--- config.mk ---
export PLATFORM = sky130hd
export DESIGN_NAME = pc_sequencer
export DESIGN_NICKNAME = d
export VERILOG_FILES = /design/src/rtl/pc_sequencer.sv
export SDC_FILE = /design/constraint.sdc
export NUM_CORES = 1
export LEC_CHECK = 0
export ABC_AREA = 1
export CORE_MARGIN = 10
export CORE_UTILIZATION = 33
export CTS_CLUSTER_DIAMETER = 120
export DETAILED_ROUTE_END_ITERATION = 16
export PLACE_DENSITY = 0.86
export REMOVE_ABC_BUFFERS = 1
export SLEW_MARGIN = 5
export SYNTH_ARGS = -nofsm -noshare
export SYNTH_HDL_FRONTEND = slang
export SYNTH_SLANG_ARGS = --single-unit
--- constraint.sdc ---
create_clock -name clk -period 1.5 [get_ports clk]
set_clock_uncertainty 0.2 [all_clocks]
set_input_delay 0.3 -clock clk [delete_from_list [all_inputs] [get_ports clk]]
set_output_delay 0.3 -clock clk [all_outputs]
set_load 0.05 [all_outputs]
--- src/rtl/pc_sequencer.sv ---
// Instruction fetch sequencer: owns the PC, buffers one fetched word toward decode, applies taken-branch redirects.
// Optional macro PC_SEQ_HALT_EN: halt on out-of-range fetch; when undefined the fetch address wraps modulo IM_BYTES.
module pc_sequencer #(
   parameter int          IM_BYTES = 256,
   parameter logic [63:0] RESET_PC = 64'd0
) (
   input  logic        clk,
   input  logic        rst_n,
   input  logic        start_i,
   output logic [63:0] pc_o,
   input  logic [31:0] instr_i,
   output logic [31:0] instr_o,
   output logic [63:0] instr_pc_o,
   output logic        instr_valid_o,
   input  logic        instr_ready_i,
   input  logic        br_valid_i,
   input  logic        br_taken_i,
   input  logic [63:0] br_pc_i,
   input  logic [25:0] br_offset_i,
   output logic        halt_o,
   output logic [31:0] fetch_count_o
);

   localparam logic [63:0] IM_SIZE   = 64'(IM_BYTES);
   localparam logic [63:0] LAST_WORD = IM_SIZE - 64'd4;

   typedef enum logic [1:0] {S_IDLE, S_FETCH, S_HALT} state_t;

   state_t      r_state, w_state_nxt;
   logic [63:0] r_pc, w_pc_nxt;
   logic [31:0] r_instr;
   logic [63:0] r_instr_pc;
   logic        r_valid, w_valid_nxt;
   logic [31:0] r_count;

   logic        w_redirect, w_hs, w_capture, w_in_range;
   logic [63:0] w_target_raw, w_target, w_fetch_pc, w_pc_inc;

   assign w_redirect   = br_valid_i & br_taken_i;
   assign w_hs         = r_valid & instr_ready_i;
   assign w_target_raw = (br_pc_i & ~64'd3) + {{36{br_offset_i[25]}}, br_offset_i, 2'b00};

`ifdef PC_SEQ_HALT_EN
   assign w_fetch_pc = r_pc;
   assign w_in_range = (r_pc <= LAST_WORD);
   assign w_target   = w_target_raw;
   assign w_pc_inc   = r_pc + 64'd4;
   assign halt_o     = (r_state == S_HALT);
`else
   // PC is kept reduced so the address driven to memory is always in range.
   assign w_fetch_pc = r_pc % IM_SIZE;
   assign w_in_range = 1'b1;
   assign w_target   = w_target_raw % IM_SIZE;
   assign w_pc_inc   = (w_fetch_pc == LAST_WORD) ? 64'd0 : w_fetch_pc + 64'd4;
   assign halt_o     = 1'b0;
`endif

   always_comb begin
      w_state_nxt = r_state;
      w_pc_nxt    = r_pc;
      w_valid_nxt = r_valid & ~w_hs;
      w_capture   = 1'b0;
      case (r_state)
         S_IDLE: begin
            if (w_redirect) w_pc_nxt = w_target;
            if (start_i) w_state_nxt = S_FETCH;
         end
         S_FETCH: begin
            if (w_redirect) begin
               w_pc_nxt    = w_target;
               w_valid_nxt = 1'b0;
            end else if (!w_in_range) begin
               w_state_nxt = S_HALT;
            end else if (!r_valid || w_hs) begin
               w_capture   = 1'b1;
               w_pc_nxt    = w_pc_inc;
               w_valid_nxt = 1'b1;
            end
         end
         S_HALT: begin
            if (w_redirect) begin
               w_pc_nxt    = w_target;
               w_valid_nxt = 1'b0;
               w_state_nxt = S_FETCH;
            end
         end
         default: w_state_nxt = S_IDLE;
      endcase
   end

   always_ff @(posedge clk or negedge rst_n) begin
      if (!rst_n) begin
         r_state    <= S_IDLE;
         r_pc       <= RESET_PC;
         r_instr    <= 32'd0;
         r_instr_pc <= 64'd0;
         r_valid    <= 1'b0;
         r_count    <= 32'd0;
      end else begin
         r_state <= w_state_nxt;
         r_pc    <= w_pc_nxt;
         r_valid <= w_valid_nxt;
         if (w_capture) begin
            r_instr    <= instr_i;
            r_instr_pc <= w_fetch_pc;
         end
         if (w_hs) r_count <= r_count + 32'd1;
      end
   end

   assign pc_o          = r_pc;
   assign instr_o       = r_instr;
   assign instr_pc_o    = r_instr_pc;
   assign instr_valid_o = r_valid;
   assign fetch_count_o = r_count;

endmodule

==> impl_results.md, run 1 <==
* Outcome: finished, violations left
* Violated checks: setup timing
* Worst hold-check path type: in -> reg
* Routed vias at 4668
* Design area at roughly 8600 um^2
* Die height at roughly 140 um
* Synth Instances at ~610
* Power Density at 1180 nW/um^2
* Mapped Area at 4850 um^2
* Fin. max-slew vios at 0
* Area leader, netlist: dfrtp_1
* Leakage at 4.35 nW
* Synth Flop Type: dfrtp_1
* RSZ-0062 raised after global routing: true
* Seq/Total Area, Yosys at 40.7%
* Largest net degree at the start of global routing at 45
* Vias in the first global route at 4823
* Clk buf depth at 2
* VDD IR max at 0.000962 V
* Port Buffer Count at 127
* Post-place setup slack at -0.599 ns
* CTS buffer count at 9
* Fraction of registers with async set/reset at 100%
* Crit start category: register
* Most numerous cell in the Yosys netlist: nand2_1
* Critical Path Fanout Max at 5
* Clock Root Buffer: clkbuf_16
* Final Hold Viols at 0
* Initial antenna violation count at 0
* Worst setup path category: reg -> reg
* Yosys cell types at 36
* Finish-stage setup viols at between 90 and 100
* Fin crit period at between 1.5 and 2 ns
* ANT nets after route at 0
* Seq cells post-synth at 79
* CP endpoint kind: register
* Wire length of the first global-routing pass at between 20 and 25 mm
* Reg2Reg Depth at 7
* Dpl hpwl at roughly 11 mm
* Initial DRC count at 273
* Total power at 0.0102 W
* Total gr overflow at 0
* Core region area at roughly 14000 um^2
* Period Utilization, post-route at 118%
* Share of post-route cells with drive strength above 1 at roughly 40%
* Post-Route WL at 16.7 mm
* Synthesis-to-layout area growth at 77.9%
* Row Count at 44
* Remaining DRCs at 0
* ANT cells at 0
* DRT Pass-1 Iters at 5
* Clock-pin slew on the worst setup and hold paths at 0.06 ns
* Post-synth top cells: 219 x nand2_1, 116 x buf_4, 79 x dfrtp_1, 38 x inv_1, 33 x nor2_1
* Vias/cell at 4.42
* Share of the synthesized area in the top cell type at 40.7%
* Ports at roughly 320
* Chip width at 141 um
* GRT Total Usage at 14.8%
* CP arrival at 1.80 ns
* Placed inst area at 7250 um^2
* Top cells by area, synth: dfrtp_1 41%, buf_4 18%, nand2_1 17%
* DR WL/cell at about 16 um
* CTS tree: done
* Die area at 20000 um^2
* Ys Warns at 0
* Routability cong. at 0.913
* # H-tree levels at 3
* Post-route worst setup slack at -0.270 ns
* Worst skew pair latency at 0.35 ns
* Hold depth at 4
* Filler cells at approximately 1100
* Fmax at 565 MHz
* Maxcap violations at 0
* Worst EP required at between 1.5 and 2 ns
* EDFF count, synth at 0
* Clk sinks at 79
* Mean Syn Cell Area at 7.98 um^2
* Initial Utilization at around a third
* Nets@finish at ~1000
worst paths after layout:
path	from	endpoint	slack [ns]
max in group asynchronous	rst_n	fetch_count_o[18]	0.57
worst max register to register	fetch_count_o[9]	fetch_count_o[24]	-0.27
worst min register to register	instr_o[8]	instr_o[8]	0.33
worst min-delay path	br_offset_i[0]	pc_o[2]	0.22
worst max-delay path	fetch_count_o[9]	fetch_count_o[24]	-0.27
min in group asynchronous	rst_n	fetch_count_o[0]	0.28
critical path, cell delays in order (launching register included):
cell and delay, ns:
dfrtp_1 0.43, nand2_1 0.15, nor2_2 0.18, nand3_4 0.15
nor2_4 0.20, nand2_2 0.09, o21bai_1 0.18, nand2_1 0.07
report_power, final:
part	total [W]	internal, W	switching (W)
Combinational	0.00503	0.00216	0.00287
Clock	0.00230	0.00138	0.000925
Sequential	0.00287	0.00245	0.000422
Total	0.0102	0.00598	0.00422
placed cells by master, fill, tap and decap left out, types with 3 or more instances in the layout:
| master | count |
|---|---|
| nor2_4 | 12 |
| buf_4 | 85 |
| clkbuf_16 | 12 |
| o21ai_1 | 7 |
| nand4_1 | 11 |
| nand2_2 | 50 |
| xor2_1 | 12 |
| dfrtp_2 | 12 |
| inv_1 | 38 |
| nand3_2 | 5 |
| dfrtp_1 | 67 |
| dlygate4sd2_1 | 6 |
| clkdlybuf4s50_1 | 37 |
| buf_12 | 82 |
| nand3b_1 | 6 |
| dlymetal6s2s_1 | 3 |
| nand2_4 | 20 |
| conb_1 | 116 |
| nand2_1 | 154 |
| nor2_2 | 10 |
| buf_6 | 36 |
| nor3_1 | 4 |
| nand3_1 | 14 |
| ha_4 | 4 |
| nor2_1 | 23 |
| xnor2_1 | 8 |
metrics by stage:
step | TNS (ns) | cells | utilization [%] | hold WS (ns)
2_1_floorplan | -32.38 | 599 | - | -0.196
3_3_place_gp | -25.03 | 982 | 50.1 | 0.0839
3_5_place_dp | -26.97 | 982 | 50.1 | 0.0879
4_1_cts | -3.32 | 1034 | 55.5 | 0.199
5_1_grt | -12.47 | 1056 | 59.6 | 0.266
6_report | -7.97 | 1056 | 59.6 | 0.221
per-layer routing:
metal  up-vias  wire length, um  track usage [%]
li1       2171                -                -
met4         0              397             6.30
met5         -                0                0
met1      2228             5560             14.5
met2       233             9140             26.2
met3        36             1620             6.71
cell families after synthesis:
| family | count (synthesis) | synth area share, % |
|---|---|---|
| AO/OA/AOI/OAI | 19 | 2.37 |
| flip-flops | 79 | 40.7 |
| buffers and inverters | 164 | 21.8 |
| AND/OR/NAND/NOR | 315 | 28.9 |
| XOR/XNOR | 22 | 3.97 |
| other | 1 | 0.0773 |
| adder cells (fa/ha/maj) | 8 | 2.22 |
cell type report:
cell class	instances	area [um^2]	area share, %
Tap cell	184	230	2.67
Inverter	40	155	1.80
Multi-Input combinational cell	481	2680	31.1
Clock buffer	11	253	2.93
Clock inverter	5	56.3	0.652
Timing Repair Buffer	256	3270	37.8
Sequential cell	79	1990	23.1
timing repair:
item	in CTS	in global routing
pin swaps	17	34
cloned	1	4
hold buffers	1	0
hold endpoints to repair	79	0
buffers inserted	37	25
setup endpoints to repair	97	105
resized for setup	64	127
registers in the layout, summed over array words and instances, names as in the netlist:
signal         flops
instr_valid_o      1
pc_o               7
fetch_count_o     32
r_state            1
instr_pc_o         6
instr_o           32
Note: power is estimated with default switching activity, not from simulation.
==> inputs of run 2 (changes only) <==
Settings changed: CAP_MARGIN set to 20.
==> results of run 2 <==
Same layout as run 1: the final DEF is identical, and so are final timing and power.
